`src/rtl/seven_seg_pkg.sv`:
```
`default_nettype none
// ============================================================================
// Module   : seven_seg_pkg
// Purpose  : Shared types and constants for the seven-segment scanner:
//            FSM state encoding, blank pattern, hex decode table and the
//            digit-index width helper.
// Revision : 1.0 - initial release
// ============================================================================
package seven_seg_pkg;

    // Scanner states; BLANK separates digit slots to prevent ghosting.
    typedef enum logic [0:0] {
        BLANK = 1'b0,
        DRIVE = 1'b1
    } state_e;

    localparam logic [0:0] ST_BLANK = 1'b0;
    localparam logic [0:0] ST_DRIVE = 1'b1;

    // All segments dark (active-low).
    localparam logic [6:0] SEG_OFF = 7'h7F;

    // Active-low {g,f,e,d,c,b,a} patterns for hex digits 0..F.
    localparam logic [6:0] SEG_TABLE [16] = '{
        7'b1000000, 7'b1111001, 7'b0100100, 7'b0110000,
        7'b0011001, 7'b0010010, 7'b0000010, 7'b1111000,
        7'b0000000, 7'b0010000, 7'b0001000, 7'b0000011,
        7'b1000110, 7'b0100001, 7'b0000110, 7'b0001110
    };

    // Width of the digit index register.
    function automatic int idx_w(input int digits);
        return (digits > 1) ? $clog2(digits) : 1;
    endfunction

endpackage
`default_nettype wire

```
`src/rtl/hex_to_seven_seg.sv`:
```
`default_nettype none
// ============================================================================
// Module   : hex_to_seven_seg
// Purpose  : Combinational hex nibble to active-low seven-segment decoder.
// Revision : 1.0 - initial release
// ============================================================================
module hex_to_seven_seg
    import seven_seg_pkg::*;
(
    input  logic [3:0] nibble_i,
    output logic [6:0] seg_o
);

    // Table lookup of the segment pattern for the nibble.
    always_comb begin
        seg_o = SEG_TABLE[nibble_i];
    end

endmodule
`default_nettype wire

```
`src/rtl/seven_seg_scanner.sv`:
```
`default_nettype none
// ============================================================================
// Module   : seven_seg_scanner
// Purpose  : Time-multiplexes a hex value onto a common-anode multi-digit
//            seven-segment display, one digit per slot with a single
//            blanking cycle between slots.
// Options  : SEVEN_SEG_BLANK_LEADING_ZEROS_EN - when defined, digits whose
//            nibble and all higher nibbles are zero are kept dark (digit 0
//            is always shown).
// Revision : 1.0 - initial release
// ============================================================================
module seven_seg_scanner
    import seven_seg_pkg::*;
#(
    parameter int DIGITS = 8,
    parameter int TICK_W = 17
) (
    input  logic                  clk_i,
    input  logic                  rst_i,
    input  logic                  value_we_i,
    input  logic [4*DIGITS-1:0]   value_i,
    input  logic                  mask_we_i,
    input  logic [DIGITS-1:0]     mask_i,
    input  logic                  dp_we_i,
    input  logic [DIGITS-1:0]     dp_i,
    output logic [DIGITS-1:0]     an_o,
    output logic [6:0]            seg_o,
    output logic                  dp_o,
    output logic                  frame_o
);

    localparam int              IW       = idx_w(DIGITS);
    localparam logic [IW-1:0]   LAST_IDX = IW'(DIGITS - 1);

    logic [4*DIGITS-1:0] value_q;
    logic [DIGITS-1:0]   mask_q;
    logic [DIGITS-1:0]   point_q;
    logic [TICK_W-1:0]   cnt_q;
    logic [0:0]          state_q, state_d;
    logic [IW-1:0]       index_q, index_d;
    logic [DIGITS-1:0]   an_q;
    logic [6:0]          seg_q;
    logic                dp_out_q;
    logic                frame_q;

    logic                w_tick;
    logic [3:0]          w_nibbles [DIGITS];
    logic [3:0]          w_nibble;
    logic [6:0]          w_seg;
    logic                w_en;
    logic [DIGITS-1:0]   w_an;

    assign w_tick = &cnt_q;

    // Register file: each strobe loads its register independently.
    always_ff @(posedge clk_i or negedge rst_i) begin
        if (!rst_i) begin
            value_q <= '0;
            mask_q  <= '1;
            point_q <= '0;
        end else begin
            if (value_we_i) value_q <= value_i;
            if (mask_we_i)  mask_q  <= mask_i;
            if (dp_we_i)    point_q <= dp_i;
        end
    end

    // Free-running slot counter; the all-ones value ends a DRIVE period.
    always_ff @(posedge clk_i or negedge rst_i) begin
        if (!rst_i) cnt_q <= '0;
        else        cnt_q <= cnt_q + 1'b1;
    end

    // Next state: DRIVE until tick, BLANK for one cycle while the index steps.
    always_comb begin
        state_d = state_q;
        index_d = index_q;
        case (state_q)
            ST_DRIVE: begin
                if (w_tick) state_d = ST_BLANK;
            end
            default: begin
                state_d = ST_DRIVE;
                index_d = (index_q == LAST_IDX) ? '0 : index_q + 1'b1;
            end
        endcase
    end

    // State and digit index registers.
    always_ff @(posedge clk_i or negedge rst_i) begin
        if (!rst_i) begin
            state_q <= ST_BLANK;
            index_q <= LAST_IDX;
        end else begin
            state_q <= state_d;
            index_q <= index_d;
        end
    end

    generate
        for (genvar k = 0; k < DIGITS; k++) begin : g_nibble
            assign w_nibbles[k] = value_q[4*k +: 4];
        end
    endgenerate

    assign w_nibble = w_nibbles[index_d];

    hex_to_seven_seg u_decode (
        .nibble_i (w_nibble),
        .seg_o    (w_seg)
    );

`ifdef SEVEN_SEG_BLANK_LEADING_ZEROS_EN
    logic [DIGITS-1:0] w_lz;

    // Walk down from the top nibble; a digit is a leading zero while every
    // nibble from the top down to it is zero. Digit 0 is never suppressed.
    always_comb begin
        logic v_zero;
        v_zero = 1'b1;
        w_lz   = '0;
        for (int k = DIGITS - 1; k >= 1; k--) begin
            v_zero  = v_zero & (w_nibbles[k] == 4'h0);
            w_lz[k] = v_zero;
        end
    end

    assign w_en = mask_q[index_d] & ~w_lz[index_d];
`else
    assign w_en = mask_q[index_d];
`endif

    // Anode pattern for the digit about to be driven (all high when disabled).
    always_comb begin
        w_an = '1;
        if (w_en) w_an[index_d] = 1'b0;
    end

    // Output registers: loaded with the snapshot on BLANK->DRIVE, cleared on
    // DRIVE->BLANK, held otherwise so mid-slot writes do not disturb a digit.
    always_ff @(posedge clk_i or negedge rst_i) begin
        if (!rst_i) begin
            an_q     <= '1;
            seg_q    <= SEG_OFF;
            dp_out_q <= 1'b1;
            frame_q  <= 1'b0;
        end else begin
            frame_q <= 1'b0;
            if (state_q == ST_BLANK) begin
                an_q     <= w_an;
                seg_q    <= w_seg;
                dp_out_q <= ~point_q[index_d];
            end else if (w_tick) begin
                an_q     <= '1;
                seg_q    <= SEG_OFF;
                dp_out_q <= 1'b1;
                frame_q  <= (index_q == LAST_IDX);
            end
        end
    end

    assign an_o    = an_q;
    assign seg_o   = seg_q;
    assign dp_o    = dp_out_q;
    assign frame_o = frame_q;

endmodule
`default_nettype wire

```
`config.mk`:
```
export PLATFORM = sky130hd
export DESIGN_NAME = seven_seg_scanner
export DESIGN_NICKNAME = d
export VERILOG_FILES = /design/src/rtl/seven_seg_pkg.sv /design/src/rtl/hex_to_seven_seg.sv /design/src/rtl/seven_seg_scanner.sv
export SDC_FILE = /design/constraint.sdc
export NUM_CORES = 1
export LEC_CHECK = 0
export BUFFER_PORTS_ARGS = -buffer_cell sky130_fd_sc_hd__buf_2
export CORE_MARGIN = 5
export CORE_UTILIZATION = 56
export DETAILED_ROUTE_END_ITERATION = 8
export PLACE_DENSITY_LB_ADDON = 0.25
export REMOVE_ABC_BUFFERS = 1
export SYNTH_ARGS = -nofsm -noshare
export SYNTH_HDL_FRONTEND = slang
export SYNTH_SLANG_ARGS = --single-unit
```
`constraint.sdc`:
```
create_clock -name clk_i -period 3.8 [get_ports clk_i]
set_input_delay 0.57 -clock clk_i [delete_from_list [all_inputs] [get_ports clk_i]]
set_output_delay 0.57 -clock clk_i [all_outputs]
set_load 0.1 [all_outputs]
```
==> qor.csv, run 1 <==
metric,value,unit
path_clk_slew,0.09,ns
cp_slowest_cell,dfstp_2,
drive_gt1_share,46.8,%
synth_top_area_share,34.8,%
pwr-share-clk,34.3,%
path_cells,ha_1 > ha_1 > or3_4 > nand2_2 > mux2i_1 > o21ai_0 > nand4_1 > inv_1 > ha_1 > or4_1 > o21ai_1 > nor3_1,
critPathMaxStageDelay,0.73,ns
grt_usage,19.6,%
path_max_fanout,15,
final_cells,509,
netlist_area,0.00424,sq mm
clockBufferDepth,2,
cts_root_buf,clkbuf_8,
worstMarginPinSlew,1.04,ns
antenna_cells,0,
area_growth,14.6,%
final_nets,468,
p_int,1420,uW
p_sw_share,27.5,%
hold_viol,0,
globalRouteOverflowTotal,0,
cp.required,4.10,ns
power_leakage,0.00217,uW
comb_power_share,13.5,%
drt_iter0_markers,127,
start_util,57.8,%
p_per_area,404,mW/mm^2
ys_seq_area_share,51.6,%
cts_sinks,86,
firstDrtPassIters,4,
layout_min_cycle_time,3.47,ns
cts_setup_buffers,0,
rows,31,
timing.final.crit_share,91.3,%
place_congestion,0.851,
hp-class,in -> async,
worstSkewPairLatency,0.37,ns
postPlaceCellArea,0.00465,sq mm
synth_largest_area_cell,dfrtp_1,
cts_htree_levels,3,
ys_ff_latch,86,
hpwl,6.43,mm
slew_viol_final,0,
pwr-share-seq,52.2,%
grt_pass1_vias,2977,
place_inst,493,
grt_max_degree,87,
vias,2842,
clock_skew,0.00525,ns
status,"finished, final reports clean",
numPortBuffers,69,
fillers,570,
syn_inst,337,
drcViolationCount,0,
arrival,3.77,ns
grt_pass1_wl,14.7,mm
drv_cap,0,
synth.distinct_cells,59,
antenna_left,0,
die-area,0.00941,sq mm
worst_setup_path_start_kind,flip-flop,
die_x,97.0,um
holdBufCountCts,0,
synth_edf_count,0,
post_cts_resized,0,
setup-violations-final,0,
post-place-ws,0.358,ns
io_pins,70,
max-slew-margin-rel,30.9,%
ys_async_sr_fraction,100,%
fin_area,0.00486,sq mm
switchingPower,540,uW
peakVddDrop,279,uV
rsz0062_at_grt,false,
yosysWarnings,0,
fin_tns_setup,0,ns
cts_tree,yes,
grt_antenna_before_repair,0,
crit_path_end_kind,flip-flop,
crit_top_cell,ha_1,
cts_buffers,9,
critPathKind,reg -> reg,
wirelength,8.72,mm
synth_area_per_cell,12.6,sq um
synthTopCellsByArea,"dfrtp_1 (35%), dfstp_2 (17%), mux2_2 (13%), mux2i_1 (3.5%), ha_1 (3.0%)",
die_height,97.0,um
core_area,0.00733,sq mm
wl_per_cell,17.1,um
final_util,66.2,%
vias_per_cell,5.58,
synth-main-ff-cell,dfrtp_1,
worst_slack,0.332,ns
fmax,0.288,GHz
## cell usage after synthesis (2+ instances only)
cell,count
dfrtp_1,59
mux2_2,50
dfstp_2,27
nand3_1,18
mux2i_1,15
nand2_1,14
xnor2_1,11
ha_1,10
o22a_1,10
nor2_1,9
a21oi_1,8
o21ai_0,8
clkbuf_1,7
and3_1,6
inv_1,6
a21o_1,4
inv_2,4
o211ai_1,4
or3_1,4
xor2_1,4
buf_1,3
buf_6,3
nor3_1,3
o22ai_1,3
a211oi_1,2
a21oi_2,2
a221oi_2,2
and2_1,2
buf_4,2
mux2_1,2
nor2_2,2
o21a_1,2
o21ai_1,2
o21ai_2,2
o221ai_1,2
or3_4,2
## routing by layer
layer	vias to the layer above	GRT usage [%]	wire length, um	share of wire, %
met3	13	6.40	466	5.3
met2	69	30.4	4040	46
met1	1407	26.3	4070	47
met4	0	6.05	144	1.7
met5	-	0	0	0
li1	1353	-	-	-
## sequential cells by signal (all words and copies together) (netlist names)
| name | cells |
|---|---|
| an_o | 8 |
| value_q | 32 |
| cnt_q | 17 |
| point_q | 8 |
| frame_o | 1 |
| seg_o | 7 |
| index_q | 3 |
| state_q | 1 |
| mask_q | 8 |
| dp_o | 1 |
## layout by cell type (no fill, tap or decap), types with 3 or more instances in the layout
cell,instances
clkbuf_8,10
inv_2,4
o22a_1,10
ha_1,10
mux2_2,50
o211ai_1,4
o21ai_0,8
dfrtp_1,59
inv_1,6
buf_4,5
and3_1,6
nand2_1,14
or3_1,4
o22ai_1,3
xor2_1,4
xnor2_1,11
buf_2,68
a21oi_1,8
mux2i_1,15
nor3_1,3
a21o_1,4
dfstp_2,27
nor2_1,9
nand3_1,18
## kinds of logic after synthesis
logic type	share of synthesized area (%)
flip-flops	51.6
AND/OR/NAND/NOR	10.6
multiplexers	17.7
AO/OA/AOI/OAI	11.0
buffers and inverters	3.04
XOR/XNOR	3.10
adder cells (fa/ha/maj)	2.95
## layout make-up
type	count	area [sq um]	share of cell area (%)
Sequential cell	86	2190	45.0
Multi-Input combinational cell	225	1920	39.6
Timing Repair Buffer	73	378	7.78
Clock buffer	10	138	2.83
Tap cell	99	124	2.55
Clock inverter	6	68.8	1.42
Inverter	10	37.5	0.773
## through the flow
step	power (uW)	hold WS (ns)
after global placement	1300	0.451
final	1960	0.340
after global routing	2050	0.407
after CTS	1980	0.419
after floorplan	1220	0.274
after detailed placement	1310	0.455
## critical path: cells and delay by family (launching register included)
family	cells	cell delay, ns
and+or+nand+nor	5	1.27
muxes	1	0.23
AOI/OAI and AO/OA	2	0.20
buffers and inverters	1	0.14
adders and majority gates	3	0.82
DFF	1	0.73
## path summary, 6_finish.rpt
| check | start | to | slack [ns] | cells past startpoint |
|---|---|---|---|---|
| max in group asynchronous | rst_i | frame_o$_DFF_PN0_ | 2.76 | 1 |
| min in group clk_i | value_i[5] | value_q[5]$_DFFE_PN0P_ | 0.43 | 2 |
| min reg2reg | cnt_q[13]$_DFF_PN0_ | cnt_q[13]$_DFF_PN0_ | 0.47 | 1 |
| max | index_q[0]$_DFF_PN1_ | seg_o[0]$_DFFE_PN1P_ | 0.33 | 12 |
| max reg2reg | index_q[0]$_DFF_PN1_ | seg_o[0]$_DFFE_PN1P_ | 0.33 | 12 |
| min | rst_i | value_q[23]$_DFFE_PN0P_ | 0.34 | 1 |
## power by group through the flow
stage	registers (uW)	clock network [uW]	logic [uW]
after global placement	1040	0	262
after global routing	1030	725	289
after floorplan	1090	0	123
after detailed placement	1040	0	268
after CTS	1020	686	269
final	1020	673	265
(Power assumes the default switching activity.)
==> inputs of run 2 (changes only) <==
--- a/config.mk
+++ b/config.mk
@@ -6,8 +6,9 @@
 export NUM_CORES = 1
 export LEC_CHECK = 0
 export BUFFER_PORTS_ARGS = -buffer_cell sky130_fd_sc_hd__buf_2
+export CAP_MARGIN = 25
 export CORE_MARGIN = 5
-export CORE_UTILIZATION = 56
+export CORE_UTILIZATION = 55
 export DETAILED_ROUTE_END_ITERATION = 8
 export PLACE_DENSITY_LB_ADDON = 0.25
 export REMOVE_ABC_BUFFERS = 1
==> qor.csv, run 2 (synthesized netlist as in run 1, its figures left out) <==
metric,value,unit,change
drv_cap,0,,unchanged
p_total,1910,uW,-2.6%
peakVddDrop,261,uV,-6.5%
final_nets,469,,+0.21%
reg.largest.list,"value_q (32), cnt_q (17)",,
clockBufferDepth,2,,unchanged
vias_per_cell,5.61,,+0.39%
hold_viol,0,,unchanged
cts_root_buf,clkbuf_8,,
hpwl,6.49,mm,+0.97%
holdBufCountCts,0,,unchanged
final_cell_mix,"buf_2 (68), dfrtp_1 (59), mux2_2 (50), dfstp_2 (27), nand3_1 (18)",,
p_per_area,392,mW/mm^2,-2.9%
die-area,0.00956,sq mm,+1.6%
wl_met2,4.62,mm,+14%
worstMarginPinSlew,0.742,ns,-0.296 ns
final_common_cell,buf_2,,
grt_antenna_before_repair,0,,unchanged
setup-violations-final,0,,unchanged
arrival,3.74,ns,-0.03 ns
path_max_fanout,15,,unchanged
cp.required,4.08,ns,-0.02 ns
crit_path_end_kind,flip-flop,,
firstDrtPassIters,4,,unchanged
drive_gt1_share,46.6,%,-0.24 points
layout_min_cycle_time,3.45,ns,-0.0137 ns
die_height,97.8,um,+0.81%
post_cts_resized,0,,unchanged
max-slew-margin-rel,50.6,%,+20 points
grt_pass1_vias,2991,,+0.47%
crit_top_cell,ha_1,,
status,"finished, final reports clean",,
grt_max_degree,87,,unchanged
area_growth,14.9,%,
core_area,0.00761,sq mm,+3.8%
worst_setup_path_start_kind,flip-flop,,
slew_viol_final,0,,unchanged
wirelength,8.83,mm,+1.2%
fin_tns_setup,0,ns,unchanged
cts_setup_buffers,0,,unchanged
hp-class,in -> async,,
fillers,632,,+11%
worstSkewPairLatency,0.36,ns,about the same
largest_register,value_q,,
grt_usage,19.3,%,-0.37 points
power_leakage,0.00216,uW,-0.46%
cts_sinks,86,,unchanged
largest_register_ffs,32,,unchanged
wl_met1,3.74,mm,-8.0%
drcViolationCount,0,,unchanged
rr_worst_depth,12,,unchanged
antenna_left,0,,unchanged
cp_slowest_cell,dfstp_2,,
drt_iter0_markers,141,,+11%
cts_buffers,9,,unchanged
place_congestion,0.835,,-2.0%
cts_htree_levels,3,,unchanged
rsz0062_at_grt,false,,
final_util,64.0,%,-2.2 points
die_x,97.8,um,+0.81%
critPathKind,reg -> reg,,
globalRouteOverflowTotal,0,,unchanged
path_clk_slew,0.08,ns,about the same
rows,32,,+3.2%
fmax,0.289,GHz,+0.40%
start_util,55.7,%,-2.1 points
vias,2870,,+0.99%
clock_skew,0.00926,ns,+0.00401 ns
io_pins,70,,unchanged
wl_per_cell,17.2,um,+0.62%
hold_slack,0.0302,ns,-0.310 ns
cts_tree,yes,,
numPortBuffers,69,,unchanged
critPathMaxStageDelay,0.73,ns,about the same
grt_pass1_wl,14.6,mm,-0.70%
met3_wirelength,359,um,-23%
antenna_cells,0,,unchanged
path_cells,ha_1 > ha_1 > mux2i_2 > inv_2 > nand2_1 > a21oi_2 > nor4_4 > inv_2 > ha_1 > or4_1 > o21ai_1 > nor3_1,,
timing.final.crit_share,90.9,%,-0.36 points
topRoutingLayerUsed,met4,,
[run 2: final cells by class]
class | count | area [sq um] | share of cell area [%]
flip-flops and latches | 86 | 2190 | 44.9
multi-input cells | 225 | 1920 | 39.5
repair buffers | 74 | 405 | 8.32
clock buffers | 10 | 128 | 2.62
well taps | 102 | 128 | 2.62
clock inverters | 5 | 61.3 | 1.26
inverters | 10 | 37.5 | 0.771
[run 2: metrics by stage]
step / instances / worst slack, ns / instance area (sq um)
4_1_cts: 511 / 0.332 / 4840
2_1_floorplan: 321 / 0.716 / 4150
3_3_place_gp: 496 / 0.500 / 4650
5_1_grt: 512 / 0.131 / 4870
3_5_place_dp: 496 / 0.346 / 4650
6_report: 512 / 0.346 / 4870
[run 2: worst max-delay path, delay by kind of cell, from the launching register on]
family,cells,cell delay (ns)
buffers and inverters,2,0.19
flip-flops,1,0.73
AO/OA/AOI/OAI,2,0.16
adder cells (fa/ha/maj),3,0.73
AND/OR/NAND/NOR,4,1.26
multiplexers,1,0.31
[run 2: metal layers]
metal,up-vias,GRT usage [%]
met4,0,5.86
li1,1365,-
met3,12,5.29
met1,1443,23.6
met2,50,33.3
met5,-,0
[run 2: report_power, final]
group          switching (uW)  internal, uW  leakage (uW)
registers                40.0           988      0.000997
logic                     157           111       0.00108
clock network             315           301     0.0000846
[run 2: path summary, 6_finish.rpt]
| path | slack, ns | startpoint | endpoint |
|---|---|---|---|
| setup / recovery | 0.35 | index_q[0]$_DFF_PN1_ | seg_o[0]$_DFFE_PN1P_ |
| hold / removal | 0.03 | rst_i | cnt_q[8]$_DFF_PN0_ |
| setup reg to reg | 0.35 | index_q[0]$_DFF_PN1_ | seg_o[0]$_DFFE_PN1P_ |
| hold reg to reg | 0.48 | cnt_q[10]$_DFF_PN0_ | cnt_q[10]$_DFF_PN0_ |
| max in group asynchronous | 3.15 | rst_i | seg_o[4]$_DFFE_PN1P_ |
| min in group clk_i | 0.44 | value_i[14] | value_q[14]$_DFFE_PN0P_ |
==> inputs of run 3 (changes only) <==
--- a/config.mk
+++ b/config.mk
@@ -7,8 +7,10 @@
 export LEC_CHECK = 0
 export BUFFER_PORTS_ARGS = -buffer_cell sky130_fd_sc_hd__buf_2
 export CAP_MARGIN = 25
+export CELL_PAD_IN_SITES_DETAIL_PLACEMENT = 1
+export CELL_PAD_IN_SITES_GLOBAL_PLACEMENT = 1
 export CORE_MARGIN = 5
-export CORE_UTILIZATION = 55
+export CORE_UTILIZATION = 45
 export DETAILED_ROUTE_END_ITERATION = 8
 export PLACE_DENSITY_LB_ADDON = 0.25
 export REMOVE_ABC_BUFFERS = 1
==> qor.csv, run 3 (synthesized netlist as in run 1, its figures left out) <==
metric,value,unit,change
status,"finished, final reports clean",,
cts_setup_buffers,0,,unchanged
post_cts_resized,0,,unchanged
wl_met1,4.15,mm,+11%
cts_root_buf,clkbuf_8,,
arrival,3.78,ns,+0.04 ns
slew_viol_final,0,,unchanged
wl_per_cell,18.0,um,+4.4%
path_max_fanout,15,,unchanged
clock_skew,0.00781,ns,-0.00145 ns
antenna_left,0,,unchanged
timing.final.crit_share,92.2,%,+1.2 points
area_growth,15.4,%,
hp-class,in -> async,,
core_area,0.00920,sq mm,+21%
layout_min_cycle_time,3.50,ns,+0.0475 ns
p_per_area,408,mW/mm^2,+4.0%
grt_usage,17.8,%,-1.5 points
drcViolationCount,0,,unchanged
met3_wirelength,289,um,-19%
worstSkewPairLatency,0.35,ns,about the same
grt_pass1_wl,16.2,mm,+10%
largest_register_ffs,32,,unchanged
topRoutingLayerUsed,met4,,
globalRouteOverflowTotal,0,,unchanged
io_pins,70,,unchanged
power_leakage,0.00217,uW,+0.67%
antenna_cells,0,,unchanged
postPlaceCellArea,0.00467,sq mm,+0.40%
cp.required,4.08,ns,about the same
die_x,107,um,+9.5%
path_clk_slew,0.09,ns,about the same
drt_iter0_markers,77,,-45%
wl_met2,4.86,mm,+5.2%
max-slew-margin-rel,41.7,%,-8.9 points
crit_path_end_kind,flip-flop,,
cts_tree,yes,,
start_util,46.1,%,-9.6 points
fin_tns_setup,0,ns,unchanged
grt_pass1_vias,3134,,+4.8%
place_congestion,0.817,,-2.1%
grt_antenna_before_repair,0,,unchanged
cts_htree_levels,3,,unchanged
vias_per_cell,5.50,,-1.9%
firstDrtPassIters,6,,+2
drv_cap,0,,unchanged
rsz0062_at_grt,false,,
drive_gt1_share,47.2,%,+0.62 points
cts_sinks,86,,unchanged
worstMarginPinSlew,0.875,ns,+0.133 ns
critPathKind,reg -> reg,,
peakVddDrop,207,uV,-21%
hold_viol,0,,unchanged
die_height,107,um,+9.5%
vias,2870,,unchanged
fin_area,0.00489,sq mm,+0.49%
largest_register,value_q,,
grt_max_degree,72,,-17%
cts_buffers,9,,unchanged
holdBufCountCts,0,,unchanged
final_common_cell,buf_2,,
wirelength,9.40,mm,+6.4%
reg2reg_slack,0.30,ns,-0.05 ns
clockBufferDepth,2,,unchanged
hpwl,7.12,mm,+9.7%
worst_setup_path_start_kind,flip-flop,,
die-area,0.0115,sq mm,+20%
setup-violations-final,0,,unchanged
fmax,0.286,GHz,-1.4%
final_cell_mix,"buf_2 (68), dfrtp_1 (59), mux2_2 (50), dfstp_2 (27), nand3_1 (18)",,
final_nets,469,,unchanged
reg.largest.list,"value_q (32), cnt_q (17)",,
rows,35,,+9.4%
numPortBuffers,69,,unchanged
==> run 3: changes by cell type in the layout (fill, tap and decap cells not counted), sizes merged <==
| cell | change |
|---|---|
| clkinvlp | -2 |
| clkbuf | -1 |
| clkinv | +1 |
| bufinv | +1 |
| inv | +2 |
==> run 3: power breakdown <==
| group | total [uW] | switching, uW | leakage [uW] | internal (uW) |
|---|---|---|---|---|
| Combinational | 267 | 158 | 0.00107 | 109 |
| Clock | 704 | 331 | 0.000110 | 373 |
| Sequential | 1030 | 39.5 | 0.000997 | 988 |
| Total | 2000 | 529 | 0.00217 | 1470 |
==> run 3: layout make-up <==
type | instances | area [sq um]
fill | 992 | 4300
timing repair buffer | 74 | 385
clock inverter | 7 | 95.1
tap | 111 | 139
multi-input combinational | 225 | 1930
inverter | 10 | 37.5
sequential | 86 | 2190
clock buffer | 9 | 124
==> run 3: path summary, 6_finish.rpt <==
| path | from | endpoint | cells after the start |
|---|---|---|---|
| worst max-delay path | index_q[0]$_DFF_PN1_ | seg_o[0]$_DFFE_PN1P_ | 12 |
| worst min-delay path | rst_i | value_q[31]$_DFFE_PN0P_ | 1 |
| worst max register to register | index_q[0]$_DFF_PN1_ | seg_o[0]$_DFFE_PN1P_ | 12 |
| worst min register to register | cnt_q[8]$_DFF_PN0_ | cnt_q[8]$_DFF_PN0_ | 1 |
| max in group asynchronous | rst_i | mask_q[1]$_DFFE_PN1P_ | 2 |
| min in group clk_i | mask_i[5] | mask_q[5]$_DFFE_PN1P_ | 2 |
==> run 3: critical path: stages (launching register included) <==
cell     delay (ns)
dfstp_2        0.75
ha_1           0.21
ha_2           0.30
mux2i_2        0.28
inv_2          0.10
nand2_1        0.19
a21oi_2        0.07
nor4_4         0.51
inv_2          0.10
ha_1           0.25
or4_1          0.50
o21ai_1        0.09
nor3_1         0.09
==> run 3: metrics by stage <==
stage,setup slack (ns),cells,power (uW),hold WS [ns],utilization [%]
4_1_cts,0.234,522,2030,0.359,53.2
5_1_grt,0.0979,522,2100,0.395,53.2
6_report,0.298,522,2000,0.325,53.2
2_1_floorplan,0.716,321,1220,0.274,-
3_5_place_dp,0.246,506,1320,0.458,50.8
3_3_place_gp,0.475,506,1310,0.453,50.8
==> run 3: routing by layer <==
metal	vias up	GRT usage [%]
met5	-	0
met1	1447	23.2
met4	0	4.66
li1	1365	-
met3	9	3.13
met2	49	30.4
